**src/rtl/rv_decode_pkg.sv**
```systemverilog
// Shared definitions for the RV32I decode stage.
// Contents:
//   - opcode constants
//   - ALU operation codes
//   - write-back select encodings
//   - the decoded-bundle struct passed from the decoder to the pipeline register
package rv_decode_pkg;

    localparam int unsigned INST_W    = 32;
    localparam int unsigned REG_IDX_W = 5;
    localparam int unsigned IMM_W     = 32;
    localparam int unsigned ALU_OP_W  = 5;
    localparam int unsigned OPC_W     = 7;

    // Major opcodes (full 7 bits, so inst[1:0] != 2'b11 never matches)
    localparam logic [OPC_W-1:0] OPC_LOAD     = 7'b0000011;
    localparam logic [OPC_W-1:0] OPC_MISC_MEM = 7'b0001111;
    localparam logic [OPC_W-1:0] OPC_OP_IMM   = 7'b0010011;
    localparam logic [OPC_W-1:0] OPC_AUIPC    = 7'b0010111;
    localparam logic [OPC_W-1:0] OPC_STORE    = 7'b0100011;
    localparam logic [OPC_W-1:0] OPC_OP       = 7'b0110011;
    localparam logic [OPC_W-1:0] OPC_LUI      = 7'b0110111;
    localparam logic [OPC_W-1:0] OPC_BRANCH   = 7'b1100011;
    localparam logic [OPC_W-1:0] OPC_JALR     = 7'b1100111;
    localparam logic [OPC_W-1:0] OPC_JAL      = 7'b1101111;
    localparam logic [OPC_W-1:0] OPC_SYSTEM   = 7'b1110011;

    // ALU op codes; the legacy decoder's values are kept unchanged
    localparam logic [ALU_OP_W-1:0] ALU_NONE  = 5'b00000;
    localparam logic [ALU_OP_W-1:0] ALU_BEQ   = 5'b10001;
    localparam logic [ALU_OP_W-1:0] ALU_LOAD  = 5'b10100;
    localparam logic [ALU_OP_W-1:0] ALU_JALR  = 5'b10100;
    localparam logic [ALU_OP_W-1:0] ALU_STORE = 5'b10101;
    localparam logic [ALU_OP_W-1:0] ALU_ADDI  = 5'b01100;
    localparam logic [ALU_OP_W-1:0] ALU_ADD   = 5'b01101;
    localparam logic [ALU_OP_W-1:0] ALU_SUB   = 5'b01110;
    localparam logic [ALU_OP_W-1:0] ALU_XOR   = 5'b00110;
    localparam logic [ALU_OP_W-1:0] ALU_SRL   = 5'b01001;
    localparam logic [ALU_OP_W-1:0] ALU_OR    = 5'b00101;
    localparam logic [ALU_OP_W-1:0] ALU_AND   = 5'b00100;
    localparam logic [ALU_OP_W-1:0] ALU_SLL   = 5'b01000;
    localparam logic [ALU_OP_W-1:0] ALU_SRA   = 5'b01010;
    localparam logic [ALU_OP_W-1:0] ALU_SLT   = 5'b01011;
    localparam logic [ALU_OP_W-1:0] ALU_SLTU  = 5'b00111;
    localparam logic [ALU_OP_W-1:0] ALU_BNE   = 5'b10010;
    localparam logic [ALU_OP_W-1:0] ALU_BLT   = 5'b10011;
    localparam logic [ALU_OP_W-1:0] ALU_BGE   = 5'b10110;
    localparam logic [ALU_OP_W-1:0] ALU_BLTU  = 5'b10111;
    localparam logic [ALU_OP_W-1:0] ALU_BGEU  = 5'b11000;
    localparam logic [ALU_OP_W-1:0] ALU_LUI   = 5'b11001;
    localparam logic [ALU_OP_W-1:0] ALU_AUIPC = 5'b11010;
    localparam logic [ALU_OP_W-1:0] ALU_JAL   = 5'b11011;

    typedef enum logic [1:0] {
        WB_ALU = 2'b00,
        WB_MEM = 2'b01,
        WB_PC4 = 2'b10
    } wb_sel_e;

    // Decoded instruction bundle; imm is the 32-bit sign-carrying immediate
    typedef struct packed {
        logic [REG_IDX_W-1:0] rs1;
        logic [REG_IDX_W-1:0] rs2;
        logic [REG_IDX_W-1:0] rd;
        logic [IMM_W-1:0]     imm;
        logic [ALU_OP_W-1:0]  alu_op;
        logic                 pc_sel;
        logic                 alu_src1;
        logic                 alu_src2;
        logic                 reg_we;
        logic                 mem_we;
        logic [2:0]           mem_size;
        wb_sel_e              wb_sel;
        logic                 illegal;
    } dec_bundle_t;

endpackage

```
**src/rtl/rv_decode_comb.sv**
```systemverilog
// Purely combinational RV32I decoder.
// Ports:
//   inst_i - instruction word
//   dec_o  - decoded bundle (illegal encodings yield a zeroed control set with illegal=1)
// FULL_RV32I=0 restricts decoding to the legacy subset.
module rv_decode_comb
    import rv_decode_pkg::*;
#(
    parameter bit FULL_RV32I = 1'b1
) (
    input  logic [INST_W-1:0] inst_i,
    output dec_bundle_t       dec_o
);

    logic [OPC_W-1:0] opc;
    logic [2:0]       f3;
    logic [6:0]       f7;
    logic [IMM_W-1:0] imm_i;
    logic [IMM_W-1:0] imm_s;
    logic [IMM_W-1:0] imm_b;
    logic [IMM_W-1:0] imm_u;
    logic [IMM_W-1:0] imm_j;
    logic             illegal;
    logic             legacy;
    dec_bundle_t      d;

    assign opc   = inst_i[6:0];
    assign f3    = inst_i[14:12];
    assign f7    = inst_i[31:25];
    assign imm_i = {{20{inst_i[31]}}, inst_i[31:20]};
    assign imm_s = {{20{inst_i[31]}}, inst_i[31:25], inst_i[11:7]};
    assign imm_b = {{19{inst_i[31]}}, inst_i[31], inst_i[7], inst_i[30:25], inst_i[11:8], 1'b0};
    assign imm_u = {inst_i[31:12], 12'b0};
    assign imm_j = {{11{inst_i[31]}}, inst_i[31], inst_i[19:12], inst_i[20], inst_i[30:21], 1'b0};

    // Per-opcode decode; legacy marks ops that existed in the original decoder
    always_comb begin
        d         = '0;
        illegal   = 1'b0;
        legacy    = 1'b0;
        d.rs1     = inst_i[19:15];
        d.rs2     = inst_i[24:20];
        d.rd      = inst_i[11:7];
        d.wb_sel  = WB_ALU;
        case (opc)
            OPC_LOAD: begin
                d.imm      = imm_i;
                d.alu_op   = ALU_LOAD;
                d.alu_src2 = 1'b1;
                d.reg_we   = 1'b1;
                d.wb_sel   = WB_MEM;
                d.mem_size = f3;
                illegal    = (f3 == 3'b011) || (f3 == 3'b110) || (f3 == 3'b111);
                legacy     = (f3 == 3'b010);
            end
            OPC_STORE: begin
                d.imm      = imm_s;
                d.alu_op   = ALU_STORE;
                d.alu_src2 = 1'b1;
                d.mem_we   = 1'b1;
                d.mem_size = f3;
                illegal    = (f3 > 3'b010);
                legacy     = (f3 == 3'b010);
            end
            OPC_BRANCH: begin
                d.imm      = imm_b;
                d.pc_sel   = 1'b1;
                d.alu_src1 = 1'b1;
                d.alu_src2 = 1'b1;
                legacy     = (f3 == 3'b000);
                case (f3)
                    3'b000:  d.alu_op = ALU_BEQ;
                    3'b001:  d.alu_op = ALU_BNE;
                    3'b100:  d.alu_op = ALU_BLT;
                    3'b101:  d.alu_op = ALU_BGE;
                    3'b110:  d.alu_op = ALU_BLTU;
                    3'b111:  d.alu_op = ALU_BGEU;
                    default: illegal  = 1'b1;
                endcase
            end
            OPC_JALR: begin
                d.imm      = imm_i;
                d.alu_op   = ALU_JALR;
                d.pc_sel   = 1'b1;
                d.alu_src2 = 1'b1;
                d.reg_we   = 1'b1;
                d.wb_sel   = WB_PC4;
                illegal    = (f3 != 3'b000);
                legacy     = 1'b1;
            end
            OPC_JAL: begin
                d.imm      = imm_j;
                d.alu_op   = ALU_JAL;
                d.pc_sel   = 1'b1;
                d.alu_src1 = 1'b1;
                d.alu_src2 = 1'b1;
                d.reg_we   = 1'b1;
                d.wb_sel   = WB_PC4;
            end
            OPC_LUI: begin
                d.imm      = imm_u;
                d.alu_op   = ALU_LUI;
                d.alu_src2 = 1'b1;
                d.reg_we   = 1'b1;
            end
            OPC_AUIPC: begin
                d.imm      = imm_u;
                d.alu_op   = ALU_AUIPC;
                d.alu_src1 = 1'b1;
                d.alu_src2 = 1'b1;
                d.reg_we   = 1'b1;
            end
            OPC_OP_IMM: begin
                d.imm      = imm_i;
                d.alu_src2 = 1'b1;
                d.reg_we   = 1'b1;
                legacy     = (f3 == 3'b000);
                case (f3)
                    3'b000: d.alu_op = ALU_ADDI;
                    3'b010: d.alu_op = ALU_SLT;
                    3'b011: d.alu_op = ALU_SLTU;
                    3'b100: d.alu_op = ALU_XOR;
                    3'b110: d.alu_op = ALU_OR;
                    3'b111: d.alu_op = ALU_AND;
                    // Shift-immediates reuse the upper bits as a funct7 selector
                    3'b001: begin
                        d.alu_op = ALU_SLL;
                        illegal  = (f7 != 7'b0000000);
                    end
                    default: begin
                        if (f7 == 7'b0000000)      d.alu_op = ALU_SRL;
                        else if (f7 == 7'b0100000) d.alu_op = ALU_SRA;
                        else                       illegal  = 1'b1;
                    end
                endcase
            end
            OPC_OP: begin
                d.reg_we = 1'b1;
                if (f7 == 7'b0000000) begin
                    case (f3)
                        3'b000:  d.alu_op = ALU_ADD;
                        3'b001:  d.alu_op = ALU_SLL;
                        3'b010:  d.alu_op = ALU_SLT;
                        3'b011:  d.alu_op = ALU_SLTU;
                        3'b100:  d.alu_op = ALU_XOR;
                        3'b101:  d.alu_op = ALU_SRL;
                        3'b110:  d.alu_op = ALU_OR;
                        default: d.alu_op = ALU_AND;
                    endcase
                    legacy = (f3 == 3'b000) || (f3 == 3'b100) || (f3 == 3'b101) ||
                             (f3 == 3'b110) || (f3 == 3'b111);
                end else if (f7 == 7'b0100000 && f3 == 3'b000) begin
                    d.alu_op = ALU_SUB;
                    legacy   = 1'b1;
                end else if (f7 == 7'b0100000 && f3 == 3'b101) begin
                    d.alu_op = ALU_SRA;
                end else begin
                    illegal = 1'b1;
                end
            end
            // fence / ecall / ebreak: legal, no architectural side effects here
            OPC_MISC_MEM, OPC_SYSTEM: begin
                d.imm = imm_i;
            end
            default: illegal = 1'b1;
        endcase

        if (!FULL_RV32I && !legacy) illegal = 1'b1;

        // Illegal bundles carry no control effects
        if (illegal) begin
            d.imm      = '0;
            d.alu_op   = ALU_NONE;
            d.pc_sel   = 1'b0;
            d.alu_src1 = 1'b0;
            d.alu_src2 = 1'b0;
            d.reg_we   = 1'b0;
            d.mem_we   = 1'b0;
            d.mem_size = 3'b000;
            d.wb_sel   = WB_ALU;
        end
        if (d.rd == 5'd0) d.reg_we = 1'b0;
        d.illegal = illegal;
    end

    assign dec_o = d;

endmodule

```
**src/rtl/rv_decode_stage.sv**
```systemverilog
// Decode pipeline stage between fetch and execute.
// Ports:
//   clk, rst      - clock, synchronous active-low reset
//   in_*          - fetch-side valid/ready handshake
//   inst_i, pc_i  - incoming instruction and its PC
//   flush_i       - kill held and incoming instruction
//   out_*         - execute-side valid/ready handshake
//   *_o           - registered decoded bundle
module rv_decode_stage
    import rv_decode_pkg::*;
#(
    parameter int unsigned XLEN       = 32,
    parameter int unsigned ALUOP_W    = 5,
    parameter bit          FULL_RV32I = 1'b1
) (
    input  logic               clk,
    input  logic               rst,
    input  logic               in_valid,
    output logic               in_ready,
    input  logic [31:0]        inst_i,
    input  logic [XLEN-1:0]    pc_i,
    input  logic               flush_i,
    output logic               out_valid,
    input  logic               out_ready,
    output logic [XLEN-1:0]    pc_o,
    output logic [4:0]         rs1_o,
    output logic [4:0]         rs2_o,
    output logic [4:0]         rd_o,
    output logic [XLEN-1:0]    imm_o,
    output logic [ALUOP_W-1:0] alu_op_o,
    output logic               pc_sel_o,
    output logic               alu_src1_o,
    output logic               alu_src2_o,
    output logic               reg_we_o,
    output logic               mem_we_o,
    output logic [2:0]         mem_size_o,
    output logic [1:0]         wb_sel_o,
    output logic               illegal_o
);

    dec_bundle_t     dec;
    dec_bundle_t     bundle_d, bundle_q;
    logic [XLEN-1:0] pc_d, pc_q;
    logic            valid_d, valid_q;
    logic            accept;

    rv_decode_comb #(
        .FULL_RV32I(FULL_RV32I)
    ) u_decode (
        .inst_i(inst_i),
        .dec_o (dec)
    );

    assign in_ready = rst && !flush_i && (!valid_q || out_ready);
    assign accept   = in_valid && in_ready;

    // Flush beats accept, accept beats drain, otherwise hold
    always_comb begin
        valid_d  = valid_q;
        bundle_d = bundle_q;
        pc_d     = pc_q;
        if (flush_i) begin
            valid_d = 1'b0;
        end else if (accept) begin
            valid_d  = 1'b1;
            bundle_d = dec;
            pc_d     = pc_i;
        end else if (out_ready) begin
            valid_d = 1'b0;
        end
    end

    always_ff @(posedge clk) begin
        if (!rst) begin
            valid_q  <= 1'b0;
            bundle_q <= '0;
            pc_q     <= '0;
        end else begin
            valid_q  <= valid_d;
            bundle_q <= bundle_d;
            pc_q     <= pc_d;
        end
    end

    assign out_valid  = valid_q;
    assign pc_o       = pc_q;
    assign rs1_o      = bundle_q.rs1;
    assign rs2_o      = bundle_q.rs2;
    assign rd_o       = bundle_q.rd;
    assign imm_o      = XLEN'($signed(bundle_q.imm));
    assign alu_op_o   = ALUOP_W'(bundle_q.alu_op);
    assign pc_sel_o   = bundle_q.pc_sel;
    assign alu_src1_o = bundle_q.alu_src1;
    assign alu_src2_o = bundle_q.alu_src2;
    assign reg_we_o   = bundle_q.reg_we;
    assign mem_we_o   = bundle_q.mem_we;
    assign mem_size_o = bundle_q.mem_size;
    assign wb_sel_o   = bundle_q.wb_sel;
    assign illegal_o  = bundle_q.illegal;

endmodule

```
**config.mk**
```make
export PLATFORM = sky130hd
export DESIGN_NAME = rv_decode_stage
export DESIGN_NICKNAME = d
export VERILOG_FILES = /design/src/rtl/rv_decode_pkg.sv /design/src/rtl/rv_decode_comb.sv /design/src/rtl/rv_decode_stage.sv
export SDC_FILE = /design/constraint.sdc
export NUM_CORES = 1
export LEC_CHECK = 0
export CORE_MARGIN = 4
export CORE_UTILIZATION = 45
export DETAILED_ROUTE_END_ITERATION = 8
export GPL_TIMING_DRIVEN = 0
export PLACE_DENSITY = 0.88
export SETUP_SLACK_MARGIN = 0.4
export SYNTH_ARGS = -nofsm -noshare
export SYNTH_HDL_FRONTEND = slang
export SYNTH_SLANG_ARGS = --single-unit
```
**constraint.sdc**
```tcl
create_clock -name clk -period 2.18 [get_ports clk]
set_input_delay 0.436 -clock clk [delete_from_list [all_inputs] [get_ports clk]]
set_output_delay 0.436 -clock clk [all_outputs]
set_load 0.05 [all_outputs]
```
# ---- Word level (Yosys, flattened, before mapping)
# Cells that the tools add are included.
dict set report op_classes {
  order_cmp 1
  n_eq_ne 19
  n_mux 29
  n_bitwise 2
  n_reduce_logical 30
}
# cell count
set op_table {}
lappend op_table {{case mux 32 bit (5 select lines)} 1}
lappend op_table {{two-way mux 47 bit} 1}
lappend op_table {{case mux 5 bit (8 select lines)} 1}
lappend op_table {{case mux 5 bit (7 select lines)} 1}
lappend op_table {{case mux 5 bit (6 select lines)} 1}
lappend op_table {{equality test 7 x 6 -> 1 bit (second input constant)} 4}
lappend op_table {{equality test 7 bit (second input constant)} 4}
lappend op_table {{case mux 4 bit (7 select lines)} 1}
lappend op_table {{two-way mux 4 bit} 4}
lappend op_table {{equality test 7 x 5 -> 1 bit (second input constant)} 2}
lappend op_table {{two-way mux 1 bit} 14}
lappend op_table {{equality test 3 bit (second input constant)} 4}
lappend op_table {{OR reduction 6 bit} 2}
lappend op_table {{OR reduction 2 bit} 5}
lappend op_table {{OR reduction 5 bit} 2}
lappend op_table {{OR reduction 8 bit} 1}
lappend op_table {{equality test 7 x 2 -> 1 bit (second input constant)} 1}
lappend op_table {{equality test 7 x 4 -> 1 bit (second input constant)} 1}
lappend op_table {{logical NOT 7 bit} 1}
lappend op_table {{case mux 1 bit (7 select lines)} 1}
lappend op_table {{nonzero test 7 bit} 1}
lappend op_table {{OR reduction 7 bit} 1}
lappend op_table {{equality test 3 x 2 -> 1 bit (second input constant)} 2}
lappend op_table {{OR reduction 3 bit} 2}
lappend op_table {{other kinds (15)} 23}
dict set report totals {
  register_bits 96
  inputBits 69
  out_inout_bits 97
  word_cells 96
}

# ---- Longest topological paths before layout
dict set report depth {
  word_depth 8
  ltp_mapped 8
  mapped_depth_nobuf 6
}

# ---- By module
# A second synthesis with hierarchy kept.
dict set report hier_totals {
  cells_unflattened 700
  hier_area_um2 5577.8
}
# module instances cells_per_inst area_each_um2 seq_area_each_um2
set modules_own_cells {}
lappend modules_own_cells {rv_decode_stage 1 441 3860.0 1921.8}
lappend modules_own_cells {rv_decode_comb 1 259 1717.9 0.0}

# ---- Worst setup path before layout
# OpenSTA, ideal clock, no wires.
dict set report synth_path {
  path_kind {register to register}
  start {register valid_q (netlist: out_valid)}
  end {register bundle_q (netlist bit imm_o[29])}
  setup_time_ns 0.067
  t_arrival_ns 1.976
  required_ns 2.113
  slack_ns 0.137
  stages_incl_launch_ff 8
  path_buffers 3
  period_less_slack_ns 2.043
  path_cell_list {dfxtp_1 > nor2b_1 > or3_1 > buf_2 > buf_2 > buf_1 > nand2_1 > a21oi_2}
}
dict set report synth_between {
  elab_chain_len 5
}
# item line
set synth_lines {}
lappend synth_lines {{from (decl)} rv_decode_stage.sv:44} ;# logic valid_d, valid_q;
lappend synth_lines {{from (signal assigned)} rv_decode_stage.sv:79} ;# valid_q <= valid_d;
lappend synth_lines {{logical NOT 1 bit} rv_decode_stage.sv:54} ;# assign in_ready = rst && !flush_i && (!valid_q || out_ready);
lappend synth_lines {{logical OR 1 bit} rv_decode_stage.sv:54}
lappend synth_lines {{logical AND 1 bit} rv_decode_stage.sv:54}
lappend synth_lines {{logical AND 1 bit} rv_decode_stage.sv:55} ;# assign accept = in_valid && in_ready;
lappend synth_lines {{AND reduction 2 bit (no source line)} -}
lappend synth_lines {{to (signal assigned)} rv_decode_stage.sv:80} ;# bundle_q <= bundle_d;
lappend synth_lines {{to (decl)} rv_decode_stage.sv:42} ;# dec_bundle_t bundle_d, bundle_q;
# Every way passes these cells.
# A chain may end at the register's enable or synchronous reset.

# ---- Worst setup path in the final report
dict set report layout_path {
  start {register valid_q (netlist: out_valid)}
  end {register bundle_q (netlist bit imm_o[30])}
}
# The elaborated chain is that of the path after synthesis.

==> reports/qor.yml <==
cts:
  htree_levels: 3
  cts_tree: "built"
  root_buffer: "clkbuf_8"
  cts_hold_buffers: 0
  cts_buffers: 9
  insertion_delay_ps: 380
  cts_buffer_depth: 2
  clock-sinks: 96
  clk_transition_reported_paths_ps: 100
logic_synthesis:
  syn_area_um2: 4500
  yosysMostFrequentCell: "nand2_1"
  syn_nets: 636
  ys_async_sr_fraction: 0
  ys_types: 71
  synth.top_cells.by_count: "nand2_1 (152), dfxtp_1 (96), a21oi_1 (81), clkbuf_1 (26), nor2_1 (23)"
  ys_seq_area_frac: 0.427
  yosys.area.top_type: "dfxtp_1"
  ys_ff_latch: 96
  synth.top_cell.area_share: 0.427
  synth-edff-count: 0
  ys_warn_count: 0
  yosys-top-cells-area: "dfxtp_1 (43%), nand2_1 (13%), a21oi_1 (9.0%)"
  ys.flop_type: "dfxtp_1"
  netlist_instances: 567
  postSynthAreaPerCell_um2: 7.93
timing:
  setup_viol: 0
  finClkSkew_ps: 12.9
  rsz0062_at_grt: "yes"
  relSlewSlack: 0.634
  fin_hold_ws_ps: 346
  drv_slew: 0
  max_freq_mhz: 503
  hold_viol_final: 0
  worst_pin_slew_ps: 549
  fin_crit_sh: 0.911
  fin_setup_tns_ps: 0
  min_period_ps: 1990
pwr:
  p_leak_nw: 2.95
  power_density_nw_per_um2: 552
  p_sw_frac: 0.281
  ir_drop_mv: 0.305
  power_frac_seq: 0.466
  p_comb_frac: 0.177
  p_clk_frac: 0.357
  internal_power_mw: 2.78
  power_switching_mw: 1.08
global_routing:
  first_global_vias: 5023
  grt_pass1_wl_mm: 25.8
  gr-usage-all-layers: 0.281
  gr-total-overflow: 0
  grt_max_degree: 17
  antenna_found_initial: 0
run_status:
  status: "complete, no violations"
placement:
  port-buffer-count: 163
  place_inst: 863
  dp_hpwl_mm: 12.1
  finalWeightedCongestion: 0.914
detailed_routing:
  routed_wl_mm: 16.9
  drt_iter0_markers: 411
  drc: 0
  drtAntennaViolNets: 0
  vias_per_cell: 5.62
  drtPass1Iterations: 6
  avgRoutedWirePerCell_um: 18.5
  num_vias: 5134
floorplan:
  fp-row-count: 36
  start_util: 0.462
  fp.coreArea_um2: 9730
  ios: 166
  fp.dieH_um: 108
  die_area_um2: 11700
  dieWidth_um: 108
run:
  drv_cap: 0
cells_and_area:
  area_growth_pct: 55.6
  fin_nets: 845
  fin_cells: 914
  drive_gt1_frac: 0.204
  diodes: 0
setup_path:
  r2r_slack_ps: 190
  worstPathArrival_ps: 2300
  critical_path_class: "reg -> reg"
  crit_fanout: 7
  critPathLaunchType: "flip-flop"
  crit_required_ps: 2490
  endpoint_kind: "flip-flop"
min_path:
  hp-class: "in -> reg"
-- flip-flops by register name, summed over array words and instances (netlist names) --
register / count
imm_o: 32
pc_o: 32
alu_op_o: 5
rd_o: 5
rs1_o: 5
rs2_o: 5
mem_size_o: 3
wb_sel_o: 2
alu_src1_o: 1
alu_src2_o: 1
illegal_o: 1
mem_we_o: 1
out_valid: 1
pc_sel_o: 1
reg_we_o: 1
-- path summary, 6_finish.rpt --
| path | startpoint | to | cells past startpoint |
|---|---|---|---|
| min reg2reg | pc_o[10] | pc_o[10] | 2 |
| max reg2reg | out_valid | imm_o[30] | 7 |
| min | inst_i[26] | imm_o[6] | 2 |
| max | out_valid | imm_o[30] | 7 |
-- per-stage QoR --
stage	util	cell area, um2	power, mW	worst slack (ps)
final	0.719	6990	3.86	194
after global routing	0.719	6990	3.97	134
after CTS	0.709	6900	3.85	158
after detailed placement	0.655	6370	2.47	-1030
after global placement	0.655	6370	2.46	-1010
after floorplan	-	4580	2.19	282
-- power by group through the flow --
stage	sequential, mW	clock, mW	combinational (mW)
2_1_floorplan	1.95	0	0.238
3_3_place_gp	1.84	0	0.625
3_5_place_dp	1.84	0	0.634
4_1_cts	1.80	1.39	0.661
5_1_grt	1.80	1.45	0.723
6_report	1.80	1.38	0.682
-- final cells by class --
type / instances / area (um2)
Buffer: 45 / 305
Clock buffer: 11 / 153
Clock inverter: 5 / 85.1
Fill cell: 809 / 2740
Inverter: 5 / 21.3
Multi-Input combinational cell: 421 / 2570
Sequential cell: 96 / 1930
Tap cell: 133 / 166
Timing Repair Buffer: 198 / 1770
-- placed cells by master, fill, tap and decap left out, drive strengths merged, types with 3 or more instances in the layout --
cell type,Yosys,routed
inv,4,6
a21o,13,13
or2,3,3
o21ai,28,28
nor2b,7,7
nand3,11,11
nand2,152,152
o211ai,3,3
and2,3,3
a221oi,3,3
buf,19,58
clkbuf,26,41
a21oi,82,82
and3,3,3
nand2b,8,8
a22o,12,12
a222oi,3,3
nor2,23,23
dlygate4sd2,0,101
o32ai,3,3
clkdlybuf4s15,0,7
nor3,9,9
nor4,3,3
clkdlybuf4s50,0,47
a211oi,7,7
o21a,4,4
a32o,3,3
nand3b,3,3
dfxtp,96,96
-- routing by layer --
| layer | GRT usage | part of all wire | up-vias |
|---|---|---|---|
| li1 | - | - | 2411 |
| met4 | 0.123 | 0.032 | 0 |
| met5 | 0 | 0 | - |
| met3 | 0.0627 | 0.080 | 45 |
| met2 | 0.483 | 0.49 | 275 |
| met1 | 0.336 | 0.40 | 2403 |
-- logic make-up (layout without fill, tap and decap cells) --
logic type | count (synthesis) | in the layout | synth area share
flip-flops | 96 | 96 | 0.427
buffers and inverters | 50 | 264 | 0.0501
multiplexers | 1 | 1 | 0.00250
AO/OA/AOI/OAI | 177 | 177 | 0.261
XOR/XNOR | 2 | 2 | 0.00390
AND/OR/NAND/NOR | 240 | 240 | 0.252
adder cells (fa/ha/maj) | 1 | 1 | 0.00250
-- critical path: stages, from the launching register on --
cell and delay (ps):
dfxtp_4 350, nor2b_4 140, or3_4 350, a311oi_4 380
o211ai_4 220, buf_6 180, a21o_1 170, a21oi_2 140
-- repair_timing --
item,4_1_cts,5_1_grt
cloned,4,0
resized for setup,198,48
pin swaps,28,8
setup buffers,28,3
endpoints found under the setup margin,192,92
Power figures use the tool's default switching activity.
